## src/rtl/minaret_bus_pkg.sv

```systemverilog
// Shared types and constants for the minaret single-port memory arbiter.
package minaret_bus_pkg;

  typedef enum logic [1:0] {
    ST_IDLE = 2'd0,
    ST_MEM  = 2'd1,
    ST_CON  = 2'd2,
    ST_RESP = 2'd3
  } arb_state_e;

  typedef enum logic {
    REQ_IMEM = 1'b0,
    REQ_DMEM = 1'b1
  } req_id_e;

  localparam logic [31:0] CON_ADDR_DEFAULT = 32'hffff_ff04;

endpackage

```

## src/rtl/minaret_rr_arb2.sv

```systemverilog
// Two-input round-robin arbiter: on a contest the requester not granted last time wins.
module minaret_rr_arb2
  import minaret_bus_pkg::*;
(
  input  logic clk,
  input  logic reset,
  input  logic req_imem_i,
  input  logic req_dmem_i,
  input  logic update_i,
  output logic gnt_valid_o,
  output logic gnt_dmem_o
);

  req_id_e last_q, last_d;

  always_comb begin
    gnt_valid_o = req_imem_i | req_dmem_i;
    if (req_imem_i && req_dmem_i) begin
      gnt_dmem_o = (last_q == REQ_IMEM);
    end else begin
      gnt_dmem_o = req_dmem_i;
    end
    last_d = last_q;
    if (update_i && gnt_valid_o) begin
      last_d = gnt_dmem_o ? REQ_DMEM : REQ_IMEM;
    end
  end

  always_ff @(posedge clk) begin
    if (reset) begin
      last_q <= REQ_IMEM;
    end else begin
      last_q <= last_d;
    end
  end

endmodule

```

## src/rtl/minaret_mem_arbiter.sv

```systemverilog
// Shares one single-ported RAM between the imem and dmem ports and diverts
// dmem writes at the console address to a byte-wide console sink.
module minaret_mem_arbiter
  import minaret_bus_pkg::*;
#(
  parameter logic [31:0] CON_ADDR       = CON_ADDR_DEFAULT,
  parameter int          TIMEOUT_CYCLES = 256,
  parameter int          TO_W           = 9
) (
  input  logic        clk,
  input  logic        reset,
  input  logic        imem_valid,
  output logic        imem_ready,
  input  logic [31:0] imem_addr,
  output logic [31:0] imem_rdata,
  input  logic        dmem_valid,
  output logic        dmem_ready,
  input  logic [31:0] dmem_addr,
  input  logic [3:0]  dmem_wmask,
  input  logic [31:0] dmem_wdata,
  output logic [31:0] dmem_rdata,
  output logic        mem_valid,
  input  logic        mem_ready,
  output logic [31:0] mem_addr,
  output logic [3:0]  mem_wmask,
  output logic [31:0] mem_wdata,
  input  logic [31:0] mem_rdata,
  output logic        con_valid,
  input  logic        con_ready,
  output logic [7:0]  con_data,
  output logic        bus_error
);

  localparam bit             TO_EN   = (TIMEOUT_CYCLES != 0);
  localparam logic [TO_W-1:0] TO_LAST = TO_W'(TO_EN ? TIMEOUT_CYCLES - 1 : 0);

  arb_state_e      state_q, state_d;
  req_id_e         owner_q, owner_d;
  logic [31:0]     addr_q, addr_d;
  logic [3:0]      wmask_q, wmask_d;
  logic [31:0]     wdata_q, wdata_d;
  logic [31:0]     rdata_q, rdata_d;
  logic [TO_W-1:0] cnt_q, cnt_d;
  logic            berr_q, berr_d;

  logic gnt_valid;
  logic gnt_dmem;
  logic is_con;
  logic to_hit;

  minaret_rr_arb2 u_arb (
    .clk        (clk),
    .reset      (reset),
    .req_imem_i (imem_valid),
    .req_dmem_i (dmem_valid),
    .update_i   (state_q == ST_IDLE),
    .gnt_valid_o(gnt_valid),
    .gnt_dmem_o (gnt_dmem)
  );

  assign is_con = (dmem_addr == CON_ADDR);
  // Last waiting cycle: the counter would reach TIMEOUT_CYCLES on this edge.
  assign to_hit = TO_EN && (cnt_q == TO_LAST);

  always_ff @(posedge clk) begin
    if (reset) begin
      state_q <= ST_IDLE;
    end else begin
      state_q <= state_d;
    end
  end

  always_comb begin
    state_d = state_q;
    case (state_q)
      ST_IDLE: begin
        if (gnt_valid) begin
          if (!gnt_dmem) begin
            state_d = ST_MEM;
          end else if (is_con) begin
            state_d = (dmem_wmask != 4'h0) ? ST_CON : ST_RESP;
          end else begin
            state_d = ST_MEM;
          end
        end
      end
      ST_MEM:  if (mem_ready || to_hit) state_d = ST_RESP;
      ST_CON:  if (con_ready || to_hit) state_d = ST_RESP;
      ST_RESP: state_d = ST_IDLE;
      default: state_d = ST_IDLE;
    endcase
  end

  // Holding registers: payload frozen at grant, response data captured on completion.
  always_comb begin
    owner_d = owner_q;
    addr_d  = addr_q;
    wmask_d = wmask_q;
    wdata_d = wdata_q;
    rdata_d = rdata_q;
    cnt_d   = cnt_q;
    berr_d  = berr_q;
    case (state_q)
      ST_IDLE: begin
        if (gnt_valid) begin
          owner_d = gnt_dmem ? REQ_DMEM : REQ_IMEM;
          addr_d  = gnt_dmem ? dmem_addr : imem_addr;
          wmask_d = gnt_dmem ? dmem_wmask : 4'h0;
          wdata_d = gnt_dmem ? dmem_wdata : 32'h0;
          rdata_d = 32'h0;
          cnt_d   = '0;
        end
      end
      ST_MEM: begin
        cnt_d = cnt_q + TO_W'(1);
        if (mem_ready) begin
          rdata_d = mem_rdata;
        end else if (to_hit) begin
          berr_d = 1'b1;
        end
      end
      ST_CON: begin
        cnt_d = cnt_q + TO_W'(1);
        if (!con_ready && to_hit) begin
          berr_d = 1'b1;
        end
      end
      default: ;
    endcase
  end

  always_ff @(posedge clk) begin
    if (reset) begin
      owner_q <= REQ_IMEM;
      addr_q  <= 32'h0;
      wmask_q <= 4'h0;
      wdata_q <= 32'h0;
      rdata_q <= 32'h0;
      cnt_q   <= '0;
      berr_q  <= 1'b0;
    end else begin
      owner_q <= owner_d;
      addr_q  <= addr_d;
      wmask_q <= wmask_d;
      wdata_q <= wdata_d;
      rdata_q <= rdata_d;
      cnt_q   <= cnt_d;
      berr_q  <= berr_d;
    end
  end

  always_comb begin
    mem_valid  = (state_q == ST_MEM);
    mem_addr   = mem_valid ? addr_q : 32'h0;
    mem_wmask  = mem_valid ? wmask_q : 4'h0;
    mem_wdata  = mem_valid ? wdata_q : 32'h0;
    con_valid  = (state_q == ST_CON);
    con_data   = con_valid ? wdata_q[7:0] : 8'h0;
    imem_ready = (state_q == ST_RESP) && (owner_q == REQ_IMEM);
    dmem_ready = (state_q == ST_RESP) && (owner_q == REQ_DMEM);
    imem_rdata = imem_ready ? rdata_q : 32'h0;
    dmem_rdata = dmem_ready ? rdata_q : 32'h0;
    bus_error  = berr_q;
  end

endmodule

```

## config.mk

```make
export PLATFORM = sky130hd
export DESIGN_NAME = minaret_mem_arbiter
export DESIGN_NICKNAME = d
export VERILOG_FILES = /design/src/rtl/minaret_bus_pkg.sv /design/src/rtl/minaret_rr_arb2.sv /design/src/rtl/minaret_mem_arbiter.sv
export SDC_FILE = /design/constraint.sdc
export NUM_CORES = 1
export LEC_CHECK = 0
export ABC_AREA = 1
export ABC_CLOCK_PERIOD_IN_PS = 1800
export CAP_MARGIN = 40
export CORE_AREA = 2 2 122 124
export DETAILED_ROUTE_END_ITERATION = 12
export DIE_AREA = 0 0 124 126
export GPL_ROUTABILITY_DRIVEN = 0
export PLACE_DENSITY = 0.8
export SLEW_MARGIN = 40
export SYNTH_ARGS = -nofsm -noshare
export SYNTH_HDL_FRONTEND = slang
export SYNTH_SLANG_ARGS = --single-unit
```

## constraint.sdc

```tcl
create_clock -name clk -period 1.8 [get_ports clk]
set_input_delay 0.36 -clock clk [delete_from_list [all_inputs] [get_ports clk]]
set_output_delay 0.36 -clock clk [all_outputs]
set_load 0.03 [all_outputs]
```

==> flow_results.xml <==
<?xml version="1.0" encoding="UTF-8"?>
<metrics>
  <group name="status">
    <metric name="status" unit="">finished, violations left</metric>
    <metric name="violated_checks" unit="">setup timing</metric>
  </group>
  <group name="timing">
    <metric name="timing_max_transition_violations_final" unit="">0</metric>
    <metric name="grt_setup_unrepaired" unit="">yes</metric>
    <metric name="finalSetupViolations" unit="">176</metric>
    <metric name="clock.fmax" unit="MHz">480.7</metric>
    <metric name="min_setup_slack_post_route" unit="ns">-0.2804</metric>
    <metric name="post-route-period-util" unit="%">115.6</metric>
    <metric name="tightestPinTransition" unit="ns">0.4796</metric>
    <metric name="finalCriticalPeriod" unit="ns">2.080</metric>
    <metric name="fin_hold_ws" unit="ns">0.4161</metric>
    <metric name="hold_viol" unit="">0</metric>
    <metric name="final.setup_skew" unit="ns">0.009510</metric>
    <metric name="setup_total_negative_slack" unit="ns">-24.31</metric>
    <metric name="max_slew_margin" unit="%">68.03</metric>
  </group>
  <group name="critical_path">
    <metric name="ff_to_ff_path_depth" unit="">11</metric>
    <metric name="timing_endpoint_of_the_critical_path" unit="">imem_rdata[13]</metric>
    <metric name="timing.reg2reg.setup_slack" unit="ns">-0.27</metric>
    <metric name="start_kind" unit="">register</metric>
    <metric name="rr_endpoint" unit="">rdata_q[20]$_SDFFE_PP0P_</metric>
    <metric name="crit_start" unit="">state_q[1]$_SDFFE_PP0P_</metric>
    <metric name="regToRegStartpoint" unit="">state_q[0]$_SDFFE_PP0P_</metric>
    <metric name="critical_path_peak_fanout" unit="">10</metric>
    <metric name="timing.critical_path.arrival" unit="ns">1.72</metric>
    <metric name="crit_path_end_kind" unit="">output pin</metric>
    <metric name="cp_data_required_time" unit="ns">1.44</metric>
    <metric name="crit_type" unit="">register to output pin</metric>
  </group>
  <group name="global_routing">
    <metric name="grt_first_pass_wirelength" unit="mm">32.92</metric>
    <metric name="grt_util_all_layers" unit="%">27.20</metric>
    <metric name="grt-ovfl-total" unit="">0</metric>
    <metric name="grt_max_degree" unit="">75</metric>
    <metric name="antenna_found_initial" unit="">0</metric>
    <metric name="grt_pass1_vias" unit="">6528</metric>
  </group>
  <group name="placement">
    <metric name="hpwlAfterDp" unit="mm">13.26</metric>
    <metric name="placed_cells_incl_taps" unit="">1287</metric>
    <metric name="portBuffers" unit="">282</metric>
  </group>
  <group name="min_path">
    <metric name="worstHoldPathType" unit="">primary input to register</metric>
  </group>
  <group name="detailed_routing">
    <metric name="routed_wl" unit="mm">26.09</metric>
    <metric name="routed_wire_length_per_instance" unit="µm">19.19</metric>
    <metric name="detailedRoute.firstPassIterationCount" unit="">5</metric>
    <metric name="drcViolationCount" unit="">0</metric>
    <metric name="vias_per_cell" unit="">5.381</metric>
    <metric name="via_count" unit="">7318</metric>
    <metric name="drt-initial-drc-count" unit="">492</metric>
    <metric name="detail-route-antenna-nets" unit="">0</metric>
  </group>
  <group name="final_layout">
    <metric name="area.sequential" unit="µm²">2272</metric>
    <metric name="multi_input_comb_area" unit="µm²">3732</metric>
    <metric name="layout.nets" unit="">1307</metric>
    <metric name="filler_cell_count" unit="">834</metric>
    <metric name="antenna_cells_inserted" unit="">0</metric>
    <metric name="area.growth.synth_to_final" unit="%">99.91</metric>
    <metric name="final_core_utilization" unit="%">80.31</metric>
    <metric name="layout-drive-gt1-share" unit="%">42.09</metric>
    <metric name="final_cells" unit="">1360</metric>
  </group>
  <group name="die">
    <metric name="num_io_pins" unit="">283</metric>
    <metric name="floorplan.die.height" unit="µm">126</metric>
    <metric name="die_w" unit="µm">124</metric>
    <metric name="starting_density" unit="%">40.17</metric>
    <metric name="core_area" unit="µm²">14310</metric>
    <metric name="design.die.area" unit="µm²">15620</metric>
    <metric name="core.rowCount" unit="">44</metric>
  </group>
  <group name="clock_network">
    <metric name="cts_tree" unit="">done</metric>
    <metric name="cts-buffers-inserted" unit="">17</metric>
    <metric name="ctsLongestPathBuffers" unit="">2</metric>
    <metric name="h-tree-depth" unit="">4</metric>
    <metric name="clock-sinks" unit="">113</metric>
    <metric name="clk_pin_slew_worst_paths" unit="ns">0.05</metric>
    <metric name="root_buffer" unit="">clkbuf_16</metric>
    <metric name="clock_latency" unit="ns">0.42</metric>
    <metric name="cts-hold-fix-buffers" unit="">0</metric>
  </group>
  <group name="logic_synthesis">
    <metric name="synth_seq_area_share" unit="%">39.34</metric>
    <metric name="syn-cell-area" unit="µm²">5751</metric>
    <metric name="syn-instance-count" unit="">853</metric>
    <metric name="synth_fp_nets" unit="">997</metric>
    <metric name="syn-mean-instance-area" unit="µm²">6.742</metric>
    <metric name="yosys_warnings" unit="">0</metric>
    <metric name="yosys_register_bits" unit="">113</metric>
    <metric name="synth.lib_cells_used.distinct" unit="">30</metric>
  </group>
  <group name="power_and_ir_drop">
    <metric name="ir_worst_vdd" unit="µV">863.9</metric>
    <metric name="power.leakage" unit="nW">5.366</metric>
    <metric name="power_density" unit="nW/µm²">1559</metric>
  </group>
  <group name="run">
    <metric name="drv.max_cap_violation_count" unit="">0</metric>
  </group>
</metrics>
==> cells in the mapped netlist <==
| library cell | count | area [µm²] |
|---|---|---|
| nor3_2 | 1 | 10.01 |
| ha_1 | 6 | 75.07 |
| buf_6 | 3 | 33.78 |
| nand3_2 | 1 | 10.01 |
| a211oi_1 | 6 | 45.04 |
| xor2_1 | 1 | 8.760 |
| a211oi_2 | 28 | 350.3 |
| nand3_1 | 39 | 195.2 |
| nand4_1 | 2 | 12.51 |
| o21bai_1 | 1 | 7.510 |
| buf_4 | 3 | 22.52 |
| nand2_1 | 220 | 825.8 |
| nor2_1 | 86 | 322.8 |
| buf_2 | 15 | 75.07 |
| dfxtp_1 | 113 | 2262 |
| o21ai_0 | 37 | 185.2 |
| inv_1 | 133 | 499.2 |
| o211ai_4 | 1 | 21.27 |
| nand2_2 | 1 | 6.260 |
| a21oi_1 | 79 | 395.4 |
| clkinv_1 | 1 | 3.750 |
| a31oi_1 | 32 | 200.2 |
| a21o_1 | 1 | 7.510 |
| clkbuf_1 | 32 | 120.1 |
| nand3b_1 | 1 | 7.510 |
| clkbuf_2 | 2 | 10.01 |
| buf_1 | 4 | 15.01 |
| inv_2 | 2 | 7.510 |
| or2_1 | 1 | 6.260 |
| o21ai_2 | 1 | 8.760 |
==> registers in the layout, indices dropped and copies added (netlist names) <==
name	count
addr_q	32
bus_error	1
cnt_q	9
owner_q	1
rdata_q	32
state_q	2
wdata_q	32
wmask_q	4
==> cell type report <==
type                            count  share of cell area (%)
Timing Repair Buffer              350                   35.67
Sequential cell                   113                   19.76
Clock inverter                      9                   1.328
Multi-Input combinational cell    545                   32.47
Tap cell                          184                   2.003
Inverter                          136                   4.528
Clock buffer                       23                   4.245
==> cell usage in the layout (no fill, tap or decap), types with 5 or more instances in the layout <==
cell type        Yosys  layout
clkbuf_16            0      24
buf_16               0       5
a31oi_1             32      32
nand2_2              1      11
clkdlybuf4s50_1      0     136
buf_8                0       7
inv_1              133      67
nor2_4               0      64
o21ai_0             37      37
buf_4                3      26
a21oi_1             79      65
nand2_4              0      49
nand3_1             39      39
a21oi_2              0      12
a211oi_2            28      30
nor2_1              86      21
buf_6                3     142
dfxtp_1            113     109
buf_12               0      24
nand2_1            220     160
inv_2                2      66
==> routing by layer <==
layer / track usage, % / vias up / routed length (µm)
met1: 29.65 / 3393 / 9093
met3: 8.741 / 135 / 2533
met4: 13.02 / 0 / 1463
met2: 47.16 / 458 / 13000
met5: 0 / - / 0
li1: - / 3332 / -
==> cell families (layout without fill, tap and decap cells) <==
logic type                 count (synthesis)  after routing  synth area share (%)
adders and majority gates                  6              6                 1.305
xor gates and xnor gates                   1              1                0.1523
buffers and inverters                    195            518                 13.69
DFF                                      113            113                 39.34
and+or+nand+nor                          352            352                 24.28
AOI/OAI and AO/OA                        186            186                 21.24
==> metrics by stage <==
stage	setup slack (ns)	power [mW]	instance area, µm²
floorplan	0.03217	8.077	6006
global placement	0.006182	9.886	8785
detailed placement	-0.01676	10.01	8785
CTS	-0.2096	14.81	10590
global route	-0.3469	18.57	11500
finish	-0.2804	17.92	11500
==> what timing repair did <==
action                     4_1_cts  5_1_grt
setup endpoints to repair      144      179
resized for setup              225      233
pin swaps                        2       71
cloned                           9        9
buffers inserted                13       14
==> worst max-delay path, cell delays in order (launching register included) <==
cell and delay [ns]:
dfxtp_4 0.37, ha_4 0.17, inv_2 0.05, nor2_4 0.15, inv_6 0.08, buf_12 0.17, nor2_4 0.15, buf_6 0.15
==> worst min path at each step <==
stage                                   startpoint                        to  depth (start not counted)
after floorplan              cnt_q[8]$_SDFFE_PP0P_     cnt_q[8]$_SDFFE_PP0P_                          2
after global placement       cnt_q[8]$_SDFFE_PP0P_     cnt_q[8]$_SDFFE_PP0P_                          2
after detailed placement  wdata_q[22]$_SDFFE_PP0P_  wdata_q[22]$_SDFFE_PP0P_                          2
after CTS                                    reset     cnt_q[3]$_SDFFE_PP0P_                          5
after global routing                         reset     cnt_q[3]$_SDFFE_PP0P_                          5
final                                        reset     cnt_q[3]$_SDFFE_PP0P_                          5
==> report_power, final <==
group,leakage [nW],switching (mW),total [mW],internal (mW)
logic,4.13,5.95,10.3,4.36
registers,0.932,0.596,3.94,3.34
clock network,0.305,1.21,3.67,2.46
Power figures use the tool's default switching activity.
